==> config.mk <==
export PLATFORM = sky130hd
export DESIGN_NAME = ssrv_memarb
export DESIGN_NICKNAME = d
export VERILOG_FILES = /design/src/rtl/ssrv_memarb.sv
export SDC_FILE = /design/constraint.sdc
export NUM_CORES = 1
export LEC_CHECK = 0
export ABC_AREA = 1
export BUFFER_PORTS_ARGS = -buffer_cell sky130_fd_sc_hd__buf_4
export CORE_AREA = 2 2 143 145
export DETAILED_ROUTE_END_ITERATION = 6
export DIE_AREA = 0 0 145 147
export PLACE_DENSITY_LB_ADDON = 0.15
export REMOVE_ABC_BUFFERS = 1
export SLEW_MARGIN = 20
export SYNTH_ARGS = -nofsm -noshare
export SYNTH_HDL_FRONTEND = slang
export SYNTH_SLANG_ARGS = --single-unit
==> constraint.sdc <==
create_clock -name clk -period 4.59 [get_ports clk]
set_input_delay 0.6885 -clock clk [delete_from_list [all_inputs] [get_ports clk]]
set_output_delay 0.6885 -clock clk [all_outputs]
set_load 0.005 [all_outputs]
==> src/rtl/ssrv_memarb.sv <==
// rtl/ssrv_memarb.sv - two-port (fetch/data) memory bus arbiter with anti-starvation.
// One bus transaction in flight; fetch gets the bus after FAIR_CNT data grants while it waits.
module ssrv_memarb #(
  parameter int XLEN     = 32,
  parameter int BUS_WID  = 64,
  parameter int FAIR_CNT = 4
) (
  input  logic               clk,
  input  logic               rst,
  input  logic               imem_req,
  input  logic [XLEN-1:0]    imem_addr,
  output logic [BUS_WID-1:0] imem_rdata,
  output logic               imem_resp,
  input  logic               dmem_req,
  input  logic               dmem_cmd,
  input  logic [1:0]         dmem_width,
  input  logic [XLEN-1:0]    dmem_addr,
  input  logic [XLEN-1:0]    dmem_wdata,
  output logic [XLEN-1:0]    dmem_rdata,
  output logic               dmem_resp,
  output logic               bus_req,
  output logic               bus_cmd,
  output logic [1:0]         bus_width,
  output logic [XLEN-1:0]    bus_addr,
  output logic [BUS_WID-1:0] bus_wdata,
  input  logic [BUS_WID-1:0] bus_rdata,
  input  logic               bus_resp
);

  localparam int NLANES = BUS_WID / XLEN;
  localparam int LIDX_W = (NLANES > 1) ? $clog2(NLANES) : 1;
  localparam logic [3:0] FAIR_MAX = 4'(FAIR_CNT);

  typedef enum logic [1:0] {IDLE, IWAIT, DWAIT} state_t;

  state_t              state_q, state_d;
  logic                ipend_q, ipend_d;
  logic                dpend_q, dpend_d;
  logic [XLEN-1:0]     iaddr_q, iaddr_d;
  logic                dcmd_q, dcmd_d;
  logic [1:0]          dwidth_q, dwidth_d;
  logic [XLEN-1:0]     daddr_q, daddr_d;
  logic [XLEN-1:0]     dwdata_q, dwdata_d;
  logic [3:0]          fair_q, fair_d;
  logic                bus_req_q, bus_req_d;
  logic                bus_cmd_q, bus_cmd_d;
  logic [1:0]          bus_width_q, bus_width_d;
  logic [XLEN-1:0]     bus_addr_q, bus_addr_d;
  logic [BUS_WID-1:0]  bus_wdata_q, bus_wdata_d;

  logic [LIDX_W-1:0]   lane_idx;
  logic [XLEN-1:0]     lane, shifted, mask;

  // Responses are gated by rst so an abort never leaks a resp in the reset cycle.
  assign imem_resp = rst && (state_q == IWAIT) && bus_resp;
  assign dmem_resp = rst && (state_q == DWAIT) && bus_resp;

  assign lane_idx = (NLANES > 1) ? daddr_q[2 +: LIDX_W] : '0;

  always_comb begin
    lane    = bus_rdata[int'(lane_idx) * XLEN +: XLEN];
    shifted = lane >> {daddr_q[1:0], 3'b000};
    case (dwidth_q)
      2'd0:    mask = XLEN'(32'h0000_00FF);
      2'd1:    mask = XLEN'(32'h0000_FFFF);
      default: mask = '1;
    endcase
    dmem_rdata = dmem_resp ? (shifted & mask) : '0;
    imem_rdata = imem_resp ? bus_rdata : '0;
  end

  assign bus_req   = bus_req_q;
  assign bus_cmd   = bus_cmd_q;
  assign bus_width = bus_width_q;
  assign bus_addr  = bus_addr_q;
  assign bus_wdata = bus_wdata_q;

  always_comb begin
    state_d     = state_q;
    ipend_d     = ipend_q;
    dpend_d     = dpend_q;
    iaddr_d     = iaddr_q;
    dcmd_d      = dcmd_q;
    dwidth_d    = dwidth_q;
    daddr_d     = daddr_q;
    dwdata_d    = dwdata_q;
    fair_d      = ipend_q ? fair_q : 4'd0;
    bus_req_d   = 1'b0;
    bus_cmd_d   = bus_cmd_q;
    bus_width_d = bus_width_q;
    bus_addr_d  = bus_addr_q;
    bus_wdata_d = bus_wdata_q;

    if (imem_resp) ipend_d = 1'b0;
    if (dmem_resp) dpend_d = 1'b0;
    // A new request in the same cycle as its own resp is accepted; otherwise a pending port drops it.
    if (imem_req && (!ipend_q || imem_resp)) begin
      ipend_d = 1'b1;
      iaddr_d = imem_addr;
    end
    if (dmem_req && (!dpend_q || dmem_resp)) begin
      dpend_d  = 1'b1;
      dcmd_d   = dmem_cmd;
      dwidth_d = dmem_width;
      daddr_d  = dmem_addr;
      dwdata_d = dmem_wdata;
    end

    case (state_q)
      IDLE: begin
        if (dpend_q && !(ipend_q && fair_q == FAIR_MAX)) begin
          state_d     = DWAIT;
          bus_req_d   = 1'b1;
          bus_cmd_d   = dcmd_q;
          bus_width_d = dwidth_q;
          bus_addr_d  = daddr_q;
          bus_wdata_d = {NLANES{dwdata_q}};
          if (ipend_q && fair_q != FAIR_MAX) fair_d = fair_q + 4'd1;
        end else if (ipend_q) begin
          state_d     = IWAIT;
          bus_req_d   = 1'b1;
          bus_cmd_d   = 1'b0;
          bus_width_d = 2'd3;
          bus_addr_d  = iaddr_q;
          bus_wdata_d = '0;
          fair_d      = 4'd0;
        end
      end
      IWAIT:   if (imem_resp) state_d = IDLE;
      DWAIT:   if (dmem_resp) state_d = IDLE;
      default: state_d = IDLE;
    endcase
  end

  always_ff @(posedge clk) begin
    if (!rst) begin
      state_q     <= IDLE;
      ipend_q     <= 1'b0;
      dpend_q     <= 1'b0;
      iaddr_q     <= '0;
      dcmd_q      <= 1'b0;
      dwidth_q    <= 2'd0;
      daddr_q     <= '0;
      dwdata_q    <= '0;
      fair_q      <= 4'd0;
      bus_req_q   <= 1'b0;
      bus_cmd_q   <= 1'b0;
      bus_width_q <= 2'd0;
      bus_addr_q  <= '0;
      bus_wdata_q <= '0;
    end else begin
      state_q     <= state_d;
      ipend_q     <= ipend_d;
      dpend_q     <= dpend_d;
      iaddr_q     <= iaddr_d;
      dcmd_q      <= dcmd_d;
      dwidth_q    <= dwidth_d;
      daddr_q     <= daddr_d;
      dwdata_q    <= dwdata_d;
      fair_q      <= fair_d;
      bus_req_q   <= bus_req_d;
      bus_cmd_q   <= bus_cmd_d;
      bus_width_q <= bus_width_d;
      bus_addr_q  <= bus_addr_d;
      bus_wdata_q <= bus_wdata_d;
    end
  end

endmodule

* Yosys cells after proc, flatten, opt, wreduce, memory -nomap -nowiden
Cells that the tools add are included. Widths: inputs -> output; s select.
Storage, ports and cells: register bits after elaboration 207, input port bits 168, output and inout port bits 198, word-level logic and storage cells 75
Operators by class: add/subtract/negate cells 1, equality and inequality tests 8, shift-type cells 2, multiplexer cells 27, bitwise logic cells 1, reductions and logical operators 22
Operator list (count):
- $mux 64 | 3
- $mux 32 | 3
- $pmux 32 s2 | 1
- $shiftx 64x7->32 | 1
- $and 32x32->32 | 1
- $shr 32x5->32 | 1
- $mux 4 | 5
- $mux 2 | 6
- $logic_and 1x1->1 | 9
- $mux 1 | 8
- $pmux 2 s3 | 1
- $reduce_bool 2->1 | 3
- $add 4x1->4 const B | 1
- $eq 2x1->1 const B | 2
- $eq 4x3->1 const B | 1
- $logic_not 2->1 | 2
- $ne 2x2->1 const B | 2
- $ne 4x3->1 const B | 1
- $reduce_and 2->1 | 2
- $logic_not 1->1 | 3
- $ne 3x3->1 const B | 1
- $reduce_and 3->1 | 1
- $eq 2x2->1 const B | 1
- $logic_or 1x1->1 | 2

* Depth between registers and ports, before layout
Gate-level depths: netlist (run 1).
word-level depth 6, mapped depth 9, depth with buffers taken out 8

* Least setup slack after synthesis (run 1)
No wires, ideal clock.
path type input -> output, start point input bus_resp, end point output dmem_rdata[22], arrival time 1.487 ns, required time 3.902 ns, slack 2.414 ns, stages 7, path buffers 1, cells stage by stage nand2_1 > inv_2 > nand2_2 > inv_2 > nand3_2 > buf_2 > a21oi_1
On the way: cells in the longest elaborated chain, start to end 2
RTL lines:
- start: declaration | RTL line 27 | input logic bus_resp
- $logic_and 1x1->1 | RTL line 56 | assign dmem_resp = rst && (state_q == DWAIT) && bus_resp;
- named net dmem_resp | RTL line 20 | output logic dmem_resp,
- $mux 32 | RTL line 68 | dmem_rdata = dmem_resp ? (shifted & mask) : '0;
- end: declaration | RTL line 19 | output logic [XLEN-1:0] dmem_rdata,
The timed path passes the listed nets, and every way through them passes these cells.

* Worst setup path after layout (run 1)
start point register daddr_q[1], end point output dmem_rdata[23]
On the way: cells in the longest elaborated chain, start to end 3
RTL lines:
- start: declaration | RTL line 42 | logic [XLEN-1:0] daddr_q, daddr_d;
- start signal: assignment | RTL line 158 | daddr_q <= daddr_d;
- $shr 32x5->32 | RTL line 62 | shifted = lane >> {daddr_q[1:0], 3'b000};
- $and 32x32->32 | RTL line 68
- $mux 32 | RTL line 68
Every way passes these cells.

==> results of run 1 <==
==> cells in the final DEF (no fill, tap or decap), types with 4 or more instances in the layout <==
cell type / netlist / layout
clkbuf_16: 0 / 17
buf_4: 37 / 377
nand2_2: 1 / 4
nor2_1: 367 / 367
inv_6: 0 / 6
nand3b_1: 99 / 99
nand2_1: 334 / 331
inv_1: 111 / 110
nand3_1: 43 / 43
dfxtp_1: 175 / 174
o21ai_0: 83 / 83
a21oi_1: 95 / 95
==> sequential cells by signal, summed over array words and instances (netlist names), 2 cells and up <==
register	cells
bus_width	2
state_q	2
daddr_q	32
dwidth_q	2
iaddr_q	32
dwdata_q	32
fair_q	4
bus_addr	32
bus_wdata	32
==> where the power goes <==
group / total [uW] / switching, uW / internal (uW)
combinational: 918 / 492 / 426
sequential: 1770 / 102 / 1670
clock: 1410 / 668 / 740
==> cells by family after synthesis <==
family	count (synthesis)	share of synthesized area, %
DFF	175	37.97
buffers and inverters	253	12.53
AOI/OAI and AO/OA	180	9.845
and+or+nand+nor	848	39.29
xor gates and xnor gates	1	0.09495
adders and majority gates	2	0.2712
==> path summary, 6_finish.rpt <==
path,to,slack [ns],cells after the start
max,dmem_rdata[23],1.26,4
min,bus_wdata[38],0.46,2
max reg2reg,bus_wdata[32],2.10,6
min reg2reg,bus_wdata[38],0.46,2
==> metrics by stage <==
step                      setup WS, ns  hold WS [ns]  utilization, %
after detailed placement         1.421        0.4542           58.90
final                            1.264        0.4586           61.83
after CTS                        1.242        0.4570           61.83
after global placement           1.419        0.4455           58.88
after global routing             1.049        0.4760           61.83
after floorplan                 0.3258        0.4389               -
==> cell type report <==
type                       instances  share of cell area [%]
sequential                       175                   28.56
inverter                         114                   3.487
clock inverter                    14                   1.173
multi-input combinational       1031                   37.38
timing repair buffer             377                   23.07
clock buffer                      18                   3.579
tap                              270                   2.753
==> metal layers <==
layer	part of all wire, %	GRT usage [%]	up-vias
li1	-	-	4996
met1	42	31.50	4400
met2	50	47.07	331
met3	6.9	6.118	27
met4	1.4	6.584	0
met5	0	0	-
==> worst reg2reg max path, delay by kind of cell (launching register included) <==
kind | cells | cell delay [ns]
AO/OA/AOI/OAI | 2 | 0.38
buffers and inverters | 2 | 1.13
flip-flops | 1 | 0.62
AND/OR/NAND/NOR | 2 | 0.29
==> summary.txt, run 1 <==
status: complete, no violations
CP startpoint kind: flop
most frequent cells after synthesis: nor2_1, nand2_1, dfxtp_1, inv_1, nand3b_1
Final nets: 1886
# H-tree levels: 4
CP bufs+invs: 2
Rows: 52
Fillers: 1856
vias: 9754
slowest cell delay on critical path: 0.76 ns
synth unique cells: 22
LEAKAGE: 0.006212 uW
antenna violations before repair: 0
synthesis warning total: 0
final hold violation count: 0
pin count of the biggest net entering global routing: 83
slew of the pin with the lowest slew margin: 0.9299 ns
CP startpoint: daddr_q[1]
cts bufs inserted: 17
number of global-route vias before repair: 8890
share of the synthesized area in the top cell type: 37.97%
Hold-fix buffers, CTS: 0
DP HPWL: 19520 um
number of synthesized flops with an enable pin: 0
Register Area: 3505 sq um
RSZ-0062 raised after global routing: false
max-cap violations: 0
Setup violations, final: 0
gp weighted congestion: 0.8628
multi-input logic area: 4587 sq um
Seq/Total Area, Yosys: 37.97%
Total GRT Usage: 26.14%
crit-path max FO: 19
WL/cell: 14.37 um
# port buffers: 365
IO Pins: 366
CTS max path bufs: 2
1st-pass router iterations: 6
die width: 145 um
final instance area: 12270 sq um
post-route ant nets: 0
most numerous cell in the Yosys netlist: nor2_1
crit-path cells: clkinv_1 > nand3_2 > a21oi_1 > buf_4
setup bufs post-CTS: 0
Post-CTS Resized: 0
Root Driver: clkbuf_16
HP Start: dwdata_q[6]
CTS tree: built
Initial Utilization: 46.49%
Final Max Slew Viols: 0
Synth area leaders: dfxtp_1, nor2_1, nand2_1
Yosys top cell by area: dfxtp_1
Netlist Area Pre-Place: 9226 sq um
Via density: 4.879
Die ar.: 21320 sq um
Power Density: 334.1 nW/um^2
#FFs+latches synth: 175
dpl cells: 1967
Starting DRT DRC Count: 537
Crit Path Category: flop to output pin
Crit path max-delay family: buffers and inverters
share of layout cells above drive strength 1: 24.35%
Critical Path Slowest Stage Cell: dfxtp_1
Routed WL: 28730 um
clk_lat worst skew: 0.43 ns
placed cell area: 11690 sq um
Residual DRC: 0
Hold Path Class: flop to flop
global-route wire length before repair: 45460 um
total power: 4099 uW
syn_area_per_cell: 6.324 sq um
clk sinks: 175
Reg clk slew, reported paths: 0.07 ns
Final Skew: 0.01145 ns
Worst Path Arrival: 2.64 ns
Die H: 147 um
Core ar.: 19840 sq um
Finished Layout Cells: 1999
Tcrit/Tclk final: 72.46%
gr ovfl total: 0
Fmax: 300.7 MHz
Crit. End Element: output pin
diode count: 0
Final Critical Period: 3.326 ns
Max VDD drop: 0.2648 mV
gate count after technology mapping: 1459
fraction of registers with async set/reset: 0%
Syn-to-layout area delta: 32.99%
Required @ worst endpoint: 3.90 ns
Slew headroom: 37.94%
RR Startpoint: dpend_q
ys flop type: dfxtp_1
final setup TNS: 0 ns
Note: power is estimated with default switching activity, not from simulation.
==> inputs of run 2 (changes only) <==
--- a/config.mk
+++ b/config.mk
@@ -5,7 +5,7 @@
 export SDC_FILE = /design/constraint.sdc
 export NUM_CORES = 1
 export LEC_CHECK = 0
-export ABC_AREA = 1
+export ABC_AREA = 0
 export BUFFER_PORTS_ARGS = -buffer_cell sky130_fd_sc_hd__buf_4
 export CORE_AREA = 2 2 143 145
 export DETAILED_ROUTE_END_ITERATION = 6
==> constraint.sdc (replaced) <==
create_clock -name clk -period 3.1 [get_ports clk]
set_input_delay 0.465 -clock clk [delete_from_list [all_inputs] [get_ports clk]]
set_output_delay 0.465 -clock clk [all_outputs]
set_load 0.005 [all_outputs]
==> run 2 against run 1 <==
  * Clock-buffer cell count shrank 1
  * Cell count decreased by 19%
  * Hold slack worse by 0.21 ns
  * Core utilization decreased by 4.2 points
  * Critical path depth grew 2
  * First-iteration DRC count decreased by 13%
==> summary.txt, run 2 <==
Power Density: 479.7 nW/um^2 (+44%)
dpl cells: 1584 (-19%)
Slew headroom: 30.51% (-7.4 points)
number of global-route vias before repair: 7514 (-15%)
# H-tree levels: 4 (unchanged)
Worst Slack Setup Final: 0.3344 ns (-0.9299 ns)
most numerous cell in the Yosys netlist: nand2_1
Syn-to-layout area delta: 38.86%
Core ar.: 19840 sq um (unchanged)
Starting DRT DRC Count: 469 (-13%)
# port buffers: 365 (unchanged)
CTS max path bufs: 2 (unchanged)
share of the synthesized area in the top cell type: 42.51% (+4.5 points)
ys flop type: dfxtp_1
Residual DRC: 0 (unchanged)
placed cell area: 10890 sq um (-6.8%)
Final Max Slew Viols: 0 (unchanged)
Crit Path Category: flop to output pin
global-route wire length before repair: 42470 um (-6.6%)
Total GRT Usage: 25.07% (-1.1 points)
Synth area leaders: dfxtp_1, o21ai_0, nand3_1
final instance area: 11440 sq um (-6.7%)
clk_lat worst skew: 0.43 ns (about the same)
Reg clk slew, reported paths: 0.07 ns (about the same)
RR Endpoint: state_q[0]
LEAKAGE: 0.004852 uW (-22%)
worst hold margin: 0.2454 ns (-0.2132 ns)
Setup violations, final: 0 (unchanged)
Netlist Area Pre-Place: 8242 sq um (-11%)
cts bufs inserted: 17 (unchanged)
Fillers: 1906 (+2.7%)
vias: 8213 (-16%)
Final Skew: 0.01231 ns (+0.0008534 ns)
Max VDD drop: 0.4363 mV (+65%)
Required @ worst endpoint: 2.63 ns (-1.27 ns)
slew of the pin with the lowest slew margin: 1.042 ns (+0.1125 ns)
Worst Path Arrival: 2.30 ns (-0.34 ns)
fraction of registers with async set/reset: 0% (unchanged)
CP startpoint: state_q[0]
clk sinks: 175 (unchanged)
gate count after technology mapping: 1061 (-27%)
max-cap violations: 0 (unchanged)
gr ovfl total: 0 (unchanged)
Critical Path Slowest Stage Cell: or2_1
Die ar.: 21320 sq um (unchanged)
Finished Layout Cells: 1615 (-19%)
Seq/Total Area, Yosys: 42.51% (+4.5 points)
most common cell after layout, fill and taps aside: buf_4
pin count of the biggest net entering global routing: 272 (+230%)
slowest cell delay on critical path: 0.44 ns (-0.32 ns)
crit-path cells: nand4b_1 > inv_2 > nand3b_2 > or2_1 > nor2_1 > buf_4
Yosys top cell by area: dfxtp_1
Worst Setup EP: dmem_rdata[25]
Post-CTS Resized: 0 (unchanged)
RR Startpoint: state_q[1]
1st-pass router iterations: 5 (-1)
share of layout cells above drive strength 1: 34.00% (+9.7 points)
Worst R2R Path Depth: 4 (-2)
commonest non-fill, non-tap cells in the layout: buf_4, nand2_1, dfxtp_1
WL/cell: 17.10 um (+19%)
setup bufs post-CTS: 0 (unchanged)
Routed WL: 27620 um (-3.9%)
Fmax: 361.6 MHz
Tcrit/Tclk final: 89.21%
Root Driver: clkbuf_16
Crit. End Element: output pin
Die H: 147 um (unchanged)
flop2flop setup slack: 1.03 ns (-1.07 ns)
#FFs+latches synth: 175 (unchanged)
CP startpoint kind: flop
post-route ant nets: 0 (unchanged)
antenna violations before repair: 2 (+2)
Register Area: 3505 sq um (unchanged)
crit-path max FO: 9 (-10)
gp weighted congestion: 0.9448 (+9.5%)
IO Pins: 366 (unchanged)
RSZ-0062 raised after global routing: false
Hold-fix buffers, CTS: 0 (unchanged)
Rows: 52 (unchanged)
Via density: 5.085 (+4.2%)
DP HPWL: 19360 um (-0.82%)
status: complete, no violations
CTS tree: built
synthesis warning total: 0 (unchanged)
multi-input logic area: 4085 sq um (-11%)
die width: 145 um (unchanged)
Initial Utilization: 41.53% (-5.0 points)
final core area utilization: 57.67% (-4.2 points)
most frequent cells after synthesis: nand2_1, dfxtp_1, o21ai_0, nand3_1, and2_1
Final nets: 1503 (-20%)
final hold violation count: 0 (unchanged)
Hold Path Class: primary input to flop
dpl ws: 0.6225 ns (-0.7990 ns)
synth unique cells: 35 (+59%)
number of synthesized flops with an enable pin: 0 (unchanged)
Final Critical Period: 2.766 ns
syn_area_per_cell: 7.768 sq um (+23%)
==> run 2: cell count changes in the layout (fill, tap and decap cells not counted), moves of 13 or more <==
cell | previous run | this run
a21boi_0 | 0 | 13
a21boi_1 | 0 | 20
a21oi_1 | 95 | 64
a21oi_2 | 1 | 20
and2_1 | 0 | 66
inv_1 | 110 | 5
mux2_2 | 0 | 17
mux2i_1 | 0 | 17
nand2_1 | 331 | 175
nand3_1 | 43 | 133
nand3b_1 | 99 | 0
nor2_1 | 367 | 31
o21ai_0 | 83 | 137
==> run 2: logic make-up after synthesis <==
logic type      Yosys count  synth area share [%]
compound gates          282                 19.69
xor+xnor                  1                0.1063
fa+ha+maj                 2                0.3036
buf+inv                 134                 8.259
flops                   175                 42.51
mux                      34                 4.387
simple gates            433                 24.75
==> run 2: how the worst min path moves through the flow <==
stage | startpoint | to | slack [ns] | cells after the start
final | imem_addr[25] | iaddr_q[25] | 0.25 | 3
after global routing | imem_addr[5] | iaddr_q[5] | 0.24 | 3
after floorplan | dcmd_q | dcmd_q | 0.43 | 2
after CTS | imem_addr[27] | iaddr_q[27] | 0.23 | 3
after global placement | dwdata_q[25] | dwdata_q[25] | 0.44 | 2
after detailed placement | dwdata_q[24] | dwdata_q[24] | 0.44 | 2
==> run 2: critical path, delay by kind of cell, from the launching register on <==
kind / cells / cell delay, ns
AND/OR/NAND/NOR: 4 / 1.22
buffers and inverters: 2 / 0.32
flip-flops: 1 / 0.34
==> run 2: per-stage QoR <==
step	TNS, ns	total power, uW
detailed placement	0	3492
CTS	0	5532
global route	0	5747
floorplan	-25.29	2928
global placement	0	3478
finish	0	5490
==> run 2: area by class of cell <==
cell class / count / area share, %
Timing Repair Buffer: 381 / 25.68
Antenna cell: 1 / 0.02187
Clock inverter: 13 / 1.115
Clock buffer: 17 / 3.717
Inverter: 6 / 0.1968
Multi-Input combinational cell: 752 / 35.69
Sequential cell: 175 / 30.62
Tap cell: 270 / 2.952
==> run 2: per-layer routing <==
metal | GRT usage [%] | share of wire (%)
met1 | 31.49 | 42
met4 | 8.317 | 2.5
met5 | 0 | 0
met3 | 7.484 | 7.5
met2 | 41.33 | 48
==> run 2: power breakdown <==
part | switching, uW | total, uW | internal (uW)
Sequential | 87.8 | 2480 | 2400
Clock | 936 | 2050 | 1120
Combinational | 514 | 954 | 441
==> inputs of run 3 (changes only) <==
--- a/config.mk
+++ b/config.mk
@@ -7,9 +7,9 @@
 export LEC_CHECK = 0
 export ABC_AREA = 0
 export BUFFER_PORTS_ARGS = -buffer_cell sky130_fd_sc_hd__buf_4
-export CORE_AREA = 2 2 143 145
+export CORE_AREA = 3 3 139 141
 export DETAILED_ROUTE_END_ITERATION = 6
-export DIE_AREA = 0 0 145 147
+export DIE_AREA = 0 0 142 144
 export PLACE_DENSITY_LB_ADDON = 0.15
 export REMOVE_ABC_BUFFERS = 1
 export SLEW_MARGIN = 20
==> run 3 against run 2 <==
  * Worst setup slack better by 0.057 ns
  * Clock power is 7% higher
  * Fmax rose by 2.1%
  * Sequential power about the same
  * Sequential cell count is the same
  * Critical path depth did not move
  * Hold slack better by 0.0054 ns
  * Cell area about the same
  * First-iteration DRC count is 5.8% lower
  * Register-to-register slack gained 0.08 ns
  * Global-route usage is 1.3 points higher
==> summary.txt, run 3 (synthesized netlist as in run 2, its figures left out) <==
number of global-route vias before repair: 7551 (+0.49%)
most common cell after layout, fill and taps aside: buf_4
Max Used Layer: met4
DRT met1 WL: 12000 um (+2.9%)
Crit Path Category: flop to output pin
Hold Path Class: primary input to flop
Register Area: 3505 sq um (unchanged)
Starting DRT DRC Count: 442 (-5.8%)
1st-pass router iterations: 5 (unchanged)
met3 wire length: 2057 um (-1.2%)
vias: 8292 (+0.96%)
RR Startpoint: state_q[1]
pin count of the biggest net entering global routing: 272 (unchanged)
Final nets: 1505 (+0.13%)
crit-path max FO: 9 (unchanged)
Max VDD drop: 0.4711 mV (+8.0%)
Crit path max-delay family: simple AND/OR/NAND/NOR gates
final instance area: 11440 sq um (about the same)
total power: 5626 uW (+2.5%)
status: complete, no violations
RSZ-0062 raised after global routing: false
Required @ worst endpoint: 2.63 ns (about the same)
Worst Path Arrival: 2.24 ns (-0.06 ns)
Total GRT Usage: 26.40% (+1.3 points)
global-route wire length before repair: 42540 um (+0.16%)
Fmax: 369.2 MHz (+2.1%)
commonest non-fill, non-tap cells in the layout: buf_4, nand2_1, dfxtp_1
Reg clk slew, reported paths: 0.08 ns (about the same)
Hold Crit Depth: 3 (unchanged)
setup bufs post-CTS: 0 (unchanged)
# port buffers: 365 (unchanged)
WL/cell: 17.80 um (+4.1%)
flop2flop setup slack: 1.11 ns (+0.08 ns)
final hold violation count: 0 (unchanged)
Syn-to-layout area delta: 38.83% (about the same)
Hold-fix buffers, CTS: 0 (unchanged)
dpl cells: 1545 (-2.5%)
met2 wire len: 13560 um (+2.8%)
IO Pins: 366 (unchanged)
DP HPWL: 20240 um (+4.6%)
hold endpoint: dwdata_q[5]
slowest cell delay on critical path: 0.44 ns (about the same)
Die ar.: 20450 sq um (-4.1%)
CTS max path bufs: 2 (unchanged)
Fillers: 1649 (-13%)
Final Critical Period: 2.708 ns (-0.05741 ns)
LEAKAGE: 0.004883 uW (+0.64%)
Routed WL: 28110 um (+1.8%)
RR Endpoint: bus_wdata[34]
CTS tree: built
Via density: 5.251 (+3.3%)
Final Skew: 0.01616 ns (+0.003852 ns)
Worst R2R Path Depth: 5 (+1)
max-cap violations: 0 (unchanged)
gr ovfl total: 0 (unchanged)
HP Start: dmem_wdata[5]
cts bufs inserted: 17 (unchanged)
gp weighted congestion: 0.9483 (+0.37%)
Final Max Slew Viols: 0 (unchanged)
Finished Layout Cells: 1579 (-2.2%)
Initial Utilization: 45.57% (+4.0 points)
Die H: 144 um (-2.0%)
post-route ant nets: 0 (unchanged)
slew of the pin with the lowest slew margin: 1.070 ns (+0.02748 ns)
Power Density: 491.7 nW/um^2 (+2.5%)
Rows: 49 (-5.8%)
multi-input logic area: 4083 sq um (about the same)
die width: 142 um (-2.1%)
Root Driver: clkbuf_16
clk sinks: 175 (unchanged)
Slew headroom: 28.68% (-1.8 points)
clk_lat worst skew: 0.42 ns (about the same)
share of layout cells above drive strength 1: 34.12% (+0.12 points)
Residual DRC: 0 (unchanged)
Core ar.: 18090 sq um (-8.9%)
Post-CTS Resized: 0 (unchanged)
CP startpoint kind: flop
crit-path cells: nand4b_1 > inv_2 > nand3b_2 > or2_1 > nor2_1 > buf_4
Critical Path Slowest Stage Cell: or2_1
antenna violations before repair: 2 (unchanged)
Crit. End Element: output pin
placed cell area: 10810 sq um (-0.70%)
# H-tree levels: 4 (unchanged)
CP bufs+invs: 2 (unchanged)
Setup violations, final: 0 (unchanged)
Tcrit/Tclk final: 87.36% (-1.9 points)
run 3: cell count changes in the layout (fill, tap and decap cells not counted), moves of 2 or more:
cell	delta
inv_8	+2
clkinv_2	-2
clkinvlp_4	-2
inv_12	+3
buf_4	+5
buf_12	-3
inv_6	-3
clkinv_8	+5
run 3: where the power goes:
part / switching, uW / total, uW / internal, uW
combinational: 518 / 954 / 436
clock: 1070 / 2190 / 1120
sequential: 84.5 / 2480 / 2390
run 3: final cells by class:
class,count,area share [%]
antenna,2,0.04374
clock buffer,17,3.718
clock inverter,15,1.739
inverter,6,0.1968
multi-input combinational,752,35.68
sequential,175,30.63
tap,229,2.504
timing repair buffer,383,25.49
run 3: layer usage:
metal,vias to the layer above,GRT usage (%)
met5,-,0
met1,3863,35.22
met3,22,6.515
met2,278,42.91
met4,0,7.172
li1,4129,-
run 3: worst max path at each step:
stage / from / endpoint / slack (ns) / cells after the start
2_1_floorplan: bus_resp / daddr_q[0] / -0.39 / 3
3_3_place_gp: bus_resp / dmem_rdata[28] / 0.75 / 7
3_5_place_dp: bus_resp / dmem_rdata[28] / 0.68 / 7
4_1_cts: state_q[0] / dmem_rdata[28] / 0.38 / 6
5_1_grt: state_q[0] / dmem_rdata[24] / 0.27 / 6
6_report: state_q[0] / dmem_rdata[28] / 0.39 / 6
run 3: worst register-to-register path, delay by kind of cell (launching register included):
kind / cells / cell delay (ns)
flip-flops: 1 / 0.39
AND/OR/NAND/NOR: 3 / 1.03
buffers and inverters: 1 / 0.36
AO/OA/AOI/OAI: 1 / 0.15
run 3: through the flow:
stage | setup TNS, ns | hold slack, ns | util (%) | setup slack (ns)
5_1_grt | 0 | 0.2377 | 63.27 | 0.2650
3_3_place_gp | 0 | 0.4380 | 59.79 | 0.7503
4_1_cts | 0 | 0.2379 | 63.24 | 0.3847
6_report | 0 | 0.2508 | 63.27 | 0.3918
3_5_place_dp | 0 | 0.4418 | 59.79 | 0.6797
2_1_floorplan | -25.29 | 0.4286 | - | -0.3872
